<file path="src/rtl/imem_loader_pkg.sv">
// Shared definitions for the instruction-memory program loader.
// Loader state encoding and default frame parameters.
package imem_loader_pkg;

  typedef enum logic [2:0] {
    S_IDLE    = 3'd0,
    S_LEN_LO  = 3'd1,
    S_LEN_HI  = 3'd2,
    S_DATA_LO = 3'd3,
    S_DATA_HI = 3'd4,
    S_CHK     = 3'd5,
    S_DONE    = 3'd6,
    S_ERR     = 3'd7
  } state_t;

  localparam logic [7:0] DEF_SYNC      = 8'hA5;
  localparam int         DEF_MAX_WORDS = 256;
  localparam int         DEF_ADDR_W    = 16;

endpackage

</file>
<file path="src/rtl/imem_loader_fsm.sv">
// Frame parser: state, length, word index and running checksum.
// Raises wr_o on the accepted hi byte; the top registers the write.
module loader_fsm
  import imem_loader_pkg::*;
#(
  parameter logic [7:0] SYNC_BYTE = DEF_SYNC,
  parameter int         MAX_WORDS = DEF_MAX_WORDS,
  parameter int         IDX_W     = 15
) (
  input  logic             clk,
  input  logic             rst_n,
  input  logic [7:0]       byte_i,
  input  logic             acc_i,
  output logic             wr_o,
  output logic [IDX_W-1:0] idx_o,
  output logic [7:0]       lo_o,
  output logic             done_o,
  output logic             error_o,
  output logic             hold_o
);

  state_t      state_q, state_d;
  logic [15:0] len_q, len_d;
  logic [15:0] idx_q, idx_d;
  logic [7:0]  chk_q, chk_d;
  logic [7:0]  lo_q, lo_d;
  logic [15:0] len_w;

  assign len_w   = {byte_i, len_q[7:0]};
  assign idx_o   = idx_q[IDX_W-1:0];
  assign lo_o    = lo_q;
  assign done_o  = (state_q == S_DONE);
  assign error_o = (state_q == S_ERR);
  assign hold_o  = (state_q != S_DONE);

  always_ff @(posedge clk) begin
    if (!rst_n) begin
      state_q <= S_IDLE;
      len_q   <= '0;
      idx_q   <= '0;
      chk_q   <= '0;
      lo_q    <= '0;
    end else begin
      state_q <= state_d;
      len_q   <= len_d;
      idx_q   <= idx_d;
      chk_q   <= chk_d;
      lo_q    <= lo_d;
    end
  end

  always_comb begin
    state_d = state_q;
    len_d   = len_q;
    idx_d   = idx_q;
    chk_d   = chk_q;
    lo_d    = lo_q;
    wr_o    = 1'b0;
    if (acc_i) begin
      unique case (state_q)
        S_IDLE, S_DONE, S_ERR: begin
          if (byte_i == SYNC_BYTE) state_d = S_LEN_LO;
        end
        S_LEN_LO: begin
          len_d[7:0] = byte_i;
          state_d    = S_LEN_HI;
        end
        S_LEN_HI: begin
          len_d[15:8] = byte_i;
          if (len_w == '0 || len_w > 16'(MAX_WORDS)) begin
            state_d = S_ERR;
          end else begin
            idx_d   = '0;
            chk_d   = '0;
            state_d = S_DATA_LO;
          end
        end
        S_DATA_LO: begin
          lo_d    = byte_i;
          chk_d   = chk_q ^ byte_i;
          state_d = S_DATA_HI;
        end
        S_DATA_HI: begin
          chk_d = chk_q ^ byte_i;
          wr_o  = 1'b1;
          if (idx_q + 16'd1 == len_q) begin
            state_d = S_CHK;
          end else begin
            idx_d   = idx_q + 16'd1;
            state_d = S_DATA_LO;
          end
        end
        S_CHK: begin
          state_d = (byte_i == chk_q) ? S_DONE : S_ERR;
        end
        default: state_d = S_IDLE;
      endcase
    end
  end

endmodule

</file>
<file path="src/rtl/imem_loader.sv">
// Byte-stream program loader writing 16-bit words into instruction memory.
// Holds the CPU until a frame with a good checksum has been loaded.
module imem_loader
  import imem_loader_pkg::*;
#(
  parameter logic [7:0] SYNC_BYTE = DEF_SYNC,
  parameter int         MAX_WORDS = DEF_MAX_WORDS,
  parameter int         ADDR_W    = DEF_ADDR_W
) (
  input  logic              clk,
  input  logic              rst_n,
  input  logic [7:0]        in_data,
  input  logic              in_valid,
  output logic              in_ready,
  output logic              imem_we,
  output logic [ADDR_W-1:0] imem_addr,
  output logic [15:0]       imem_wdata,
  output logic              cpu_hold,
  output logic              done,
  output logic              error
);

  logic              acc;
  logic              wr;
  logic [ADDR_W-2:0] idx;
  logic [7:0]        lo;
  logic              we_q;
  logic [ADDR_W-1:0] addr_q;
  logic [15:0]       wdata_q;

  // The write cycle is the single bubble: no byte is taken while we_q is high.
  assign in_ready   = rst_n & ~we_q;
  assign acc        = in_valid & in_ready;
  assign imem_we    = we_q & rst_n;
  assign imem_addr  = addr_q;
  assign imem_wdata = wdata_q;

  loader_fsm #(
    .SYNC_BYTE (SYNC_BYTE),
    .MAX_WORDS (MAX_WORDS),
    .IDX_W     (ADDR_W - 1)
  ) u_fsm (
    .clk     (clk),
    .rst_n   (rst_n),
    .byte_i  (in_data),
    .acc_i   (acc),
    .wr_o    (wr),
    .idx_o   (idx),
    .lo_o    (lo),
    .done_o  (done),
    .error_o (error),
    .hold_o  (cpu_hold)
  );

  always_ff @(posedge clk) begin
    if (!rst_n) begin
      we_q    <= 1'b0;
      addr_q  <= '0;
      wdata_q <= '0;
    end else begin
      we_q <= wr;
      if (wr) begin
        addr_q  <= {idx, 1'b0};
        wdata_q <= {in_data, lo};
      end
    end
  end

endmodule

</file>
<file path="config.mk">
export PLATFORM = sky130hd
export DESIGN_NAME = imem_loader
export DESIGN_NICKNAME = d
export VERILOG_FILES = /design/src/rtl/imem_loader_pkg.sv /design/src/rtl/imem_loader_fsm.sv /design/src/rtl/imem_loader.sv
export SDC_FILE = /design/constraint.sdc
export NUM_CORES = 1
export LEC_CHECK = 0
export BUFFER_PORTS_ARGS = -buffer_cell sky130_fd_sc_hd__clkbuf_2
export CORE_ASPECT_RATIO = 0.9
export CORE_MARGIN = 10
export CORE_UTILIZATION = 63
export CTS_CLUSTER_SIZE = 12
export DETAILED_ROUTE_END_ITERATION = 16
export HOLD_SLACK_MARGIN = 0.03
export PLACE_DENSITY_LB_ADDON = 0.15
export SYNTH_ARGS = -nofsm -noshare
export SYNTH_HDL_FRONTEND = slang
export SYNTH_SLANG_ARGS = --single-unit
</file>
<file path="constraint.sdc">
create_clock -name clk -period 4.45 [get_ports clk]
set_input_delay 0.445 -clock clk [delete_from_list [all_inputs] [get_ports clk]]
set_output_delay 0.445 -clock clk [all_outputs]
set_load 0.1 [all_outputs]
</file>
## Word-level counts from Yosys, hierarchy flattened

Cells that the tools add are included.

- Add/sub/neg operators: 1
- Multipliers: 0
- Div/mod/pow operators: 0
- $lt $le $gt $ge: 1
- Equal/unequal tests: 14
- Shift operators: 0
- Muxes and demuxes: 12
- Bitwise logic cells: 5
- Reductions and logical operators: 13

Operators by type and width:

| operator | number |
|---|---|
| 2-to-1 mux 16 bit | 2 |
| one-hot mux 16 bit (2 select lines) | 1 |
| one-hot mux 3 bit (6 select lines) | 1 |
| adder 16 x 1 -> 16 bit, second input constant | 1 |
| == test 16 bit | 1 |
| > comparator 16 x 9 -> 1 bit, second input constant | 1 |
| zero test 16 bit | 1 |
| one-hot mux 8 bit (2 select lines) | 1 |
| == test 3 bit, second input constant | 4 |
| 2-to-1 mux 3 bit | 3 |
| == test 8 bit | 1 |
| == test 8 bit, second input constant | 1 |
| 2-to-1 mux 8 bit | 1 |
| AND reduction 2 bit | 4 |
| XOR 8 bit | 1 |
| == test 3 x 2 -> 1 bit, second input constant | 2 |
| inequality test 2 bit, second input constant | 2 |
| AND reduction 4 bit | 1 |
| nonzero test 2 bit | 2 |
| bitwise AND 1 bit | 3 |
| == test 3 x 1 -> 1 bit, second input constant | 1 |
| zero test 3 bit | 1 |
| 2-to-1 mux 1 bit | 3 |
| inequality test 3 bit, second input constant | 1 |
| 6 further kinds | 6 |

- Bits in registers: 83
- Latch bits: 0
- Bits in writable memories: 0
- ROM bits: 0
- Input port bits: 11
- Output and inout bits: 37
- Logic and storage cells: 55
- Memories: 0

## Depth between registers and ports, before layout

Gate-level depths: netlist (run 1).

- Word-level depth: 4
- Depth in mapped cells: 10
- Gate-level depth less buffers: 8

## Cells and area by module

Synthesis (run 1) repeated with hierarchy kept, for this count alone.

- Cell total of the unflattened synthesis: 531
- Area total of the unflattened synthesis: 4410.5 um2

By module, submodules not included:

| module | instances | cells each | area each (um2) | sequential area each (um2) |
|---|---|---|---|---|
| loader_fsm | 1 | 424 | 3146.8 | 1021.0 |
| imem_loader | 1 | 107 | 1263.7 | 640.6 |

## Worst setup path after synthesis (run 1)

No wires, ideal clock.

- Path type: input -> register
- Start point: in rst_n
- End point: reg u_fsm.chk_q[7]
- Library setup time: 0.070 ns
- Arrival: 3.234 ns
- Data required time: 4.380 ns
- Setup slack: 1.146 ns
- Stages on the path: 8
- Buffers on the path: 1
- Path through: nor2b_1 nand2_1 nor2_1 clkbuf_1 nand2_1 nand2_1 nand3b_1 a21oi_1

- Cells in the longest elaborated chain, start to end: 3

RTL lines:

| element | line | source |
|---|---|---|
| start: declaration | imem_loader.sv:11 | `input logic rst_n,` |
| bitwise AND 1 bit | imem_loader.sv:32 | `assign in_ready = rst_n & ~we_q;` |
| bitwise AND 1 bit | imem_loader.sv:33 | `assign acc = in_valid & in_ready;` |
| AND reduction 3 bit (no source line) | n/a |  |
| end signal: assignment | imem_loader_fsm.sv:47 | `chk_q <= chk_d;` |
| end: declaration | imem_loader_fsm.sv:25 | `logic [7:0] chk_q, chk_d;` |

Several ways; a longest one is shown, not always the timed one.
A chain may end at the register's enable or synchronous reset.

## Worst setup path after layout (run 1)

- Start point: reg u_fsm.idx_q[0]
- End point: reg u_fsm.idx_q[2]

- Cells in the longest elaborated chain, start to end: 4
- Elaborated cells between the ends (all ways): 6

RTL lines:

| element | line | source |
|---|---|---|
| start: declaration | imem_loader_fsm.sv:24 | `logic [15:0] idx_q, idx_d;` |
| start signal: assignment | imem_loader_fsm.sv:46 | `idx_q <= idx_d;` |
| adder 16 x 1 -> 16 bit * | imem_loader_fsm.sv:86, imem_loader_fsm.sv:89 |  |
| == test 16 bit | imem_loader_fsm.sv:86 | `if (idx_q + 16'd1 == len_q) begin` |
| inequality test 2 bit (no source line) | n/a |  |
| AND reduction 4 bit (no source line) | n/a |  |

Mark *: on every way between the ends. The rest lies on a longest branch, timed or not. The select of a mux whose other input is x is not followed.

==> results.cfg, run 1 <==
[cts]
path_clk_slew_ps = 90
clkLatencyLatePin_ps = 360
hold_buffers = 0
cts_buffers = 9
clock-sinks = 83
cts_resized = 0
cts_htree_levels = 3
tritoncts = built
postCtsSetupBuffers = 0
cts_root_buffer = clkbuf_8
clk_path_buf_depth = 2

[routing]
vias = 4010
ant_nets = 0
drc = 0
drt_pass1_iterations = 6
detail_route.iter0.violations = 397
vias_per_cell = 6.14
wl_um = 12000
wl_per_cell_um = 18.3

[critical_path]
worstPathMaxFanout = 11
critPathCaptureType = flop
timing.critical_path.arrival_ps = 3710
worstSetupStartpointType = flop
path_class = reg -> reg
required_ps = 4710

[die]
die_w_um = 107
die_y_um = 97.9
rows = 28
floorplan.initialDensity = 0.648
core_um2 = 6550
io_pins = 48
die_area_um2 = 10400

[placed_design]
dpl.hpwl_um = 8450
gp_congestion = 0.959
numPlacedInstances = 638
portBuffers = 46

[sta]
fin_crit_ps = 3440
finalSetupViolations = 0
setup_tns_ps = 0
slew_headroom = 0.306
post-route-period-util = 0.774
drv_slew = 0
fmax_mhz = 290
rsz0062_at_grt = no
fin_worst_skew_ps = 11.7
whs_ps = 456
worstMarginPinSlew_ps = 1040
hold_viol = 0

[logic_synthesis]
syn-num-nets = 559
syn_avg_cell_area_um2 = 7.76
synth_area_um2 = 4240
yosys_register_bits = 83
synth.largest_area_cell = dfxtp_1
syn_inst = 547
synthFlopType = dfxtp_1
async_flop_share = 0
synthTopCellsByArea = dfxtp_1 39%, nand2_1 9.5%, a21oi_1 7.7%
synth_seq_area_share = 0.392
netlist.area_leader.share = 0.392
ys_types = 63
synth_edf_count = 0
ys_warn_count = 0

[power_and_ir_drop]
p_int_mw = 1.12
powerDensity_nw_per_um2 = 313
combPwrFrac = 0.033
power_leakage_nw = 1.68
p_clk_frac = 0.456
irDropWorstVdd_v = 0.000259
switchingPower_mw = 0.326
switching_share = 0.225
p_seq_frac = 0.512

[cells_and_area]
syn2layout_area_growth_pct = 9.26
drive_above_1_share = 0.137
diodes = 0
final_cell_mix = 107 x nand2_1, 83 x dfxtp_1, 65 x a21oi_1
fin_nets = 571
fin_cells = 653
final_common_cell = nand2_1

[grt]
grt_pass1_vias = 3706
grt-ovfl-total = 0
grt_pass1_wl_um = 19000
grt_antenna_before_repair = 0
grt_max_degree = 65
gr-usage-all-layers = 0.224

[flow_run]
maxCapViolCount = 0

[run_status]
outcome = completed

[worst_hold_path]
holdCritPathClass = reg -> reg
## cells by family (layout without fill, tap and decap cells)
family	count (synthesis)	in the layout	synth area share
AND/OR/NAND/NOR	237	237	0.275
other	1	1	0.000884
AO/OA/AOI/OAI	127	127	0.185
multiplexers	10	10	0.0236
flip-flops	83	83	0.392
adder cells (fa/ha/maj)	1	1	0.00295
XOR/XNOR	30	30	0.0619
buffers and inverters	58	74	0.0590
## state kept, by name, summed over array words and instances (netlist names)
| signal | flops |
|---|---|
| u_fsm.lo_o | 8 |
| imem_addr | 15 |
| imem_wdata | 16 |
| u_fsm.len_q | 16 |
| u_fsm.state_q | 3 |
| u_fsm.chk_q | 8 |
| we_q | 1 |
| u_fsm.idx_q | 16 |
## layout make-up
type	instances	area (um^2)
fillers	559	1910
well taps	90	113
inverters	9	33.8
flip-flops and latches	83	1660
repair buffers	50	260
clock inverters	6	113
clock buffers	9	124
multi-input cells	406	2330
## worst paths after layout
check	end	slack, ps	depth (start not counted)	start
worst max-delay path	u_fsm.idx_q[2]$_SDFFE_PN0P_	1010	8	u_fsm.idx_q[0]$_SDFFE_PN0P_
worst min-delay path	imem_addr[10]$_SDFFE_PN0P_	460	2	imem_addr[10]$_SDFFE_PN0P_
worst max register to register	u_fsm.idx_q[2]$_SDFFE_PN0P_	1010	8	u_fsm.idx_q[0]$_SDFFE_PN0P_
worst min register to register	imem_addr[10]$_SDFFE_PN0P_	460	2	imem_addr[10]$_SDFFE_PN0P_
## stage by stage
stage	power (mW)	setup WS, ps	utilization	cell area [um^2]
after floorplan	0.794	1150	-	4240
after global placement	0.805	1240	0.672	4400
after detailed placement	0.805	1110	0.672	4400
after CTS	1.45	1070	0.708	4640
final	1.45	1010	0.708	4640
after global routing	1.49	889	0.708	4640
## power groups by stage
stage               clock, mW  combinational, mW  sequential (mW)
floorplan                   0             0.0341            0.759
global route            0.696             0.0496            0.742
global placement            0             0.0455            0.760
detailed placement          0             0.0459            0.760
finish                  0.661             0.0472            0.742
CTS                     0.666             0.0460            0.742
## Yosys cell counts, types with 3 or more instances
library cell	count
nand3b_1	10
nor2_1	35
clkbuf_1	34
buf_2	8
or4_1	7
a211o_1	3
nand4_1	5
and2_1	3
o21a_1	3
a31oi_1	4
nand3_1	32
buf_4	4
mux2i_1	10
o21ai_0	16
dfxtp_1	83
o211ai_1	5
o22ai_1	5
nor3_1	4
o41a_1	3
and3_1	4
inv_1	9
nor2b_1	4
nor4_1	8
nand2_1	107
xor2_1	7
nand2b_1	3
a21oi_1	65
xnor2_1	23
## per-layer routing
| layer | share of wire | track usage |
|---|---|---|
| met1 | 0.43 | 0.289 |
| met4 | 0.022 | 0.0770 |
| met3 | 0.090 | 0.0650 |
| met2 | 0.45 | 0.350 |
| met5 | 0 | 0 |
## critical path: stages, from the launching register on
cell	delay, ps
dfxtp_1	490
ha_1	340
nand3_4	170
or4_1	650
o2bb2ai_1	200
or4b_4	540
o21ai_4	250
nand2_1	370
o21ai_0	340
Power figures use the tool's default switching activity.
==> inputs of run 2 (changes only) <==
--- a/config.mk
+++ b/config.mk
@@ -5,10 +5,11 @@
 export SDC_FILE = /design/constraint.sdc
 export NUM_CORES = 1
 export LEC_CHECK = 0
+export ABC_AREA = 1
 export BUFFER_PORTS_ARGS = -buffer_cell sky130_fd_sc_hd__clkbuf_2
 export CORE_ASPECT_RATIO = 0.9
 export CORE_MARGIN = 10
-export CORE_UTILIZATION = 63
+export CORE_UTILIZATION = 52
 export CTS_CLUSTER_SIZE = 12
 export DETAILED_ROUTE_END_ITERATION = 16
 export HOLD_SLACK_MARGIN = 0.03
==> constraint.sdc (replaced) <==
create_clock -name clk -period 2.8 [get_ports clk]
set_input_delay 0.28 -clock clk [delete_from_list [all_inputs] [get_ports clk]]
set_output_delay 0.28 -clock clk [all_outputs]
set_load 0.1 [all_outputs]
==> results.cfg, run 2 <==
[run_status]
outcome = completed

[routing]
detail_route.iter0.violations = 250
wl_per_cell_um = 14.6
ant_nets = 0
drt_pass1_iterations = 5
wl_um = 10600
vias = 3851
vias_per_cell = 5.28
drc = 0

[sta]
whs_ps = 272
post-route-period-util = 0.860
slew_headroom = 0.583
worstMarginPinSlew_ps = 626
fin_crit_ps = 2410
fin_worst_skew_ps = 15.8
hold_viol = 0
setup_tns_ps = 0
rsz0062_at_grt = no
finalSetupViolations = 0
fmax_mhz = 415
drv_slew = 0

[cells_and_area]
fin_nets = 640
final_cell_mix = 121 x nand2_1, 83 x dfxtp_1, 77 x nor2_1
design_area_um2 = 4520
syn2layout_area_growth_pct = 12.3
diodes = 0
final_core_util = 0.599
final_common_cell = nand2_1
drive_above_1_share = 0.130

[logic_synthesis]
synth_compound_area_frac = 0.160
synth_edf_count = 0
muxShareOfSynthArea = 0
synthXorXnorAreaFrac = 0.0373
netlist.area_leader.share = 0.413
synth_area_um2 = 4020
async_flop_share = 0
ys_types = 27
synth.largest_area_cell = dfxtp_1
ys_warn_count = 0
syn-num-nets = 602
synthFlopType = dfxtp_1
syn_inst = 590
synth.most_common_cell = nand2_1
synth_fa_ha_area_frac = 0.00311
synth_top_family_by_area = simple AND/OR/NAND/NOR gates
synth_commonest_cells = 121 x nand2_1, 83 x dfxtp_1, 78 x nor2_1
synth_simple_gate_area_frac = 0.304
synthTopCellsByArea = dfxtp_1 41%, nand2_1 11%, a21oi_1 8.3%
yosys_register_bits = 83
syn_avg_cell_area_um2 = 6.82
synth_seq_area_share = 0.413

[critical_path]
critPathCaptureType = flop
timing.rr.start = u_fsm.idx_q[0]$_SDFFE_PN0P_
cp-startpoint = u_fsm.idx_q[0]$_SDFFE_PN0P_
r2r_cells = 16
reg2reg_to = u_fsm.idx_q[14]$_SDFFE_PN0P_
rrSetupSlack_ps = 390
worstSetupStartpointType = flop
required_ps = 3060
worstPathMaxFanout = 23
timing.critical_path.arrival_ps = 2660
path_class = reg -> reg

[power_and_ir_drop]
irDropWorstVdd_v = 0.000339
p_total_mw = 2.18
powerDensity_nw_per_um2 = 482
power_leakage_nw = 2.02

[grt]
gr-usage-all-layers = 0.181
grt_pass1_wl_um = 17400
grt_max_degree = 74
grt-ovfl-total = 0
grt_pass1_vias = 3607
grt_antenna_before_repair = 0

[die]
core_um2 = 7540
die_y_um = 103
floorplan.initialDensity = 0.533
die_area_um2 = 11700
die_w_um = 113
io_pins = 48
rows = 30

[cts]
cts_buffers = 9
clock-sinks = 83
tritoncts = built
cts_resized = 0
postCtsSetupBuffers = 0
cts_htree_levels = 3
path_clk_slew_ps = 90
clkLatencyLatePin_ps = 370
clk_path_buf_depth = 2
hold_buffers = 0
cts_root_buffer = clkbuf_8

[placed_design]
dpl_cell_area_um2 = 4310
gp_congestion = 0.973
dpl.hpwl_um = 7690
portBuffers = 46

[worst_hold_path]
whs_path_depth = 3
whs_endpoint = u_fsm.lo_o[5]$_SDFFE_PN0P_
holdCritPathClass = in -> reg
min_from = in_data[5]

[flow_run]
maxCapViolCount = 0
run 2: cell count changes after synthesis, sizes merged, moves of 10 or more:
cell    change
mux2i      -10
buf        -12
nor2       +50
clkbuf     -13
o21ai      +40
xnor2      -20
inv        +49
nand2      +18
nand3      +12
run 2: cell type report:
class	instances	area [um^2]
clock inverters	7	80.1
repair buffers	51	268
multi-input cells	425	2050
inverters	58	218
clock buffers	9	124
well taps	96	120
fillers	748	3030
flip-flops and latches	83	1660
run 2: power breakdown:
group | leakage, nW | switching, mW | internal [mW]
Clock | 0.103 | 0.485 | 0.427
Combinational | 1.25 | 0.0655 | 0.0195
Sequential | 0.668 | 0.000709 | 1.18
Total | 2.02 | 0.552 | 1.63
run 2: worst max-delay path, stage by stage, from the launching register on:
cell and delay, ps:
dfxtp_1 420, ha_1 230, nand2_2 110, nor2_4 230, nand4_1 160, nand3b_1 120
nand2_1 70, nor2_1 120, nand2_1 70, nor2_2 90, nand2_1 70, nand2_2 90
nand2_4 180, nand2_4 170, nand2_1 60, nand2_1 50, nor2_1 50
run 2: through the flow:
stage          setup slack (ps)  instances
6_report                    392        729
4_1_cts                     426        729
3_5_place_dp                450        713
5_1_grt                    83.8        729
2_1_floorplan             -48.9        590
3_3_place_gp                515        713
run 2: worst max path at each step:
| stage | to | slack (ps) | depth (start not counted) |
|---|---|---|---|
| 3_5_place_dp | u_fsm.idx_q[14]$_SDFFE_PN0P_ | 450 | 16 |
| 2_1_floorplan | cpu_hold | -50 | 3 |
| 6_report | u_fsm.idx_q[14]$_SDFFE_PN0P_ | 390 | 16 |
| 5_1_grt | u_fsm.idx_q[1]$_SDFFE_PN0P_ | 80 | 16 |
| 3_3_place_gp | u_fsm.idx_q[14]$_SDFFE_PN0P_ | 520 | 18 |
| 4_1_cts | u_fsm.idx_q[14]$_SDFFE_PN0P_ | 430 | 16 |
run 2: layer usage:
layer | track usage | part of all wire
met5 | 0 | 0
met3 | 0.0415 | 0.049
met1 | 0.223 | 0.45
met2 | 0.306 | 0.48
met4 | 0.0585 | 0.020
run 2: cells by family (layout without fill, tap and decap cells):
group / after synthesis / after routing
fa+ha+maj: 1 / 1
flops: 83 / 83
xor+xnor: 14 / 14
compound gates: 128 / 128
buf+inv: 82 / 125
simple gates: 281 / 281
other cells: 1 / 1
==> inputs of run 3 (changes only) <==
--- a/config.mk
+++ b/config.mk
@@ -7,9 +7,9 @@
 export LEC_CHECK = 0
 export ABC_AREA = 1
 export BUFFER_PORTS_ARGS = -buffer_cell sky130_fd_sc_hd__clkbuf_2
-export CORE_ASPECT_RATIO = 0.9
+export CORE_ASPECT_RATIO = 0.8
 export CORE_MARGIN = 10
-export CORE_UTILIZATION = 52
+export CORE_UTILIZATION = 58
 export CTS_CLUSTER_SIZE = 12
 export DETAILED_ROUTE_END_ITERATION = 16
 export HOLD_SLACK_MARGIN = 0.03
==> constraint.sdc (replaced) <==
create_clock -name clk -period 2.4 [get_ports clk]
set_input_delay 0.24 -clock clk [delete_from_list [all_inputs] [get_ports clk]]
set_output_delay 0.24 -clock clk [all_outputs]
set_load 0.1 [all_outputs]
==> results.cfg, run 3 (synthesis results as in run 2) <==
[placed_design]
numPlacedInstances = 709
dpl.hpwl_um = 8260
gp_congestion = 0.958
portBuffers = 46
dpl_cell_area_um2 = 4360

[routing]
ant_nets = 0
drc = 0
vias = 4056
detail_route.iter0.violations = 306
drt_pass1_iterations = 5
vias_per_cell = 5.59
wl_per_cell_um = 16.1
wl_um = 11700

[cells_and_area]
final_core_util = 0.681
design_area_um2 = 4640
fill_cells = 631
syn2layout_area_growth_pct = 15.5
final_cell_mix = 121 x nand2_1, 79 x dfxtp_1, 75 x nor2_1
fin_nets = 647
fin_cells = 726
diodes = 0
drive_above_1_share = 0.150
final_common_cell = nand2_1

[grt]
gr-usage-all-layers = 0.212
grt_pass1_vias = 3692
grt_antenna_before_repair = 0
grt_pass1_wl_um = 18500
grt-ovfl-total = 0
grt_max_degree = 74

[critical_path]
path_class = reg -> reg
worstPathMaxFanout = 12
critPathCaptureType = flop
cp_common_cell = nand2_1
cp_slowest_cell = dfxtp_2
worstSetupStartpointType = flop
required_ps = 2660
timing.critical_path.arrival_ps = 2490
crit_chain = ha_4 -> nand2_4 -> nor2_4 -> nand3_1 -> nand2_1 -> nand2_1 -> nand2_1 -> nand2_1 -> nor2_1 -> nand2_1 -> nor2_2 -> nand2_1 -> nand2_4 -> nand2_8 -> nand2_8 -> nand2_1 -> nand2_1 -> nor2_1
max_stage_delay_ps = 410

[power_and_ir_drop]
irDropWorstVdd_v = 0.000401
powerDensity_nw_per_um2 = 544
power_leakage_nw = 2.06

[cts]
tritoncts = built
clock-sinks = 83
postCtsSetupBuffers = 0
cts_htree_levels = 3
cts_buffers = 9
clkLatencyLatePin_ps = 360
cts_root_buffer = clkbuf_8
path_clk_slew_ps = 80
clk_path_buf_depth = 2

[sta]
post-route-period-util = 0.930
finalSetupViolations = 0
drv_slew = 0
fin_worst_skew_ps = 11.4
fmax_mhz = 448
hold_viol = 0
worstMarginPinSlew_ps = 624
slew_headroom = 0.584
fin_crit_ps = 2230
whs_ps = 234

[worst_hold_path]
holdCritPathClass = in -> reg

[flow_run]
maxCapViolCount = 0

[die]
io_pins = 48
die_w_um = 113
core_um2 = 6820
die_y_um = 94.5
floorplan.initialDensity = 0.589
die_area_um2 = 10700
rows = 27

[run_status]
outcome = completed
run 3: cell count changes in the layout (fill, tap and decap cells not counted), moves of 2 or more:
| cell | before | now |
|---|---|---|
| inv_6 | 3 | 1 |
| buf_4 | 5 | 10 |
| dfxtp_1 | 83 | 79 |
| nand2_8 | 0 | 2 |
| nor2_1 | 77 | 75 |
| nor2_4 | 3 | 7 |
| dfxtp_2 | 0 | 4 |
| nand2_2 | 2 | 0 |
run 3: cell type report:
class                      instances  area, um^2  share of cell area
inverter                          58         218              0.0469
timing repair buffer              56         320              0.0690
multi-input combinational        427        2130               0.459
tap                               87         109              0.0234
clock buffer                       9         124              0.0267
sequential                        83        1670               0.359
clock inverter                     6        73.8              0.0159
run 3: worst max-delay path: cells and delay by family (launching register included):
family,cells,cell delay [ps]
simple gates,17,1520
flops,1,410
fa+ha+maj,1,180
run 3: worst paths after layout:
check,from,endpoint,slack [ps],depth (start not counted)
setup / recovery,u_fsm.idx_q[0]$_SDFFE_PN0P_,u_fsm.idx_q[5]$_SDFFE_PN0P_,170,18
hold / removal,in_data[4],u_fsm.len_q[12]$_SDFFE_PN0P_,230,3
setup reg to reg,u_fsm.idx_q[0]$_SDFFE_PN0P_,u_fsm.idx_q[5]$_SDFFE_PN0P_,170,18
hold reg to reg,u_fsm.chk_q[1]$_SDFFE_PN0P_,u_fsm.chk_q[1]$_SDFFE_PN0P_,480,2
run 3: what timing repair did:
action / CTS / global route
setup endpoints to repair: 5 / 17
cloned: 0 / 2
gates resized for setup: 2 / 14
pin swaps: 1 / 3
hold buffers: 0 / 0
run 3: per-layer routing:
metal / up-vias / GRT usage / share of wire
met5: - / 0 / 0
met3: 11 / 0.0615 / 0.095
met2: 168 / 0.310 / 0.42
met4: 0 / 0.0411 / 0.0065
met1: 1860 / 0.302 / 0.47
li1: 2017 / - / -
run 3: metrics by stage:
| stage | TNS [ps] | setup WS (ps) | total power, mW |
|---|---|---|---|
| after floorplan | -785 | -409 | 1.48 |
| after global placement | 0 | 59.8 | 1.51 |
| after detailed placement | -43.0 | -18.9 | 1.52 |
| after CTS | 0 | 7.14 | 2.53 |
| after global routing | -5.30 | -5.30 | 2.59 |
| final | 0 | 168 | 2.52 |
run 3: report_power, final:
| part | internal (mW) | switching (mW) |
|---|---|---|
| clock | 0.488 | 0.551 |
| sequential | 1.38 | 0.000831 |
| combinational | 0.0272 | 0.0820 |
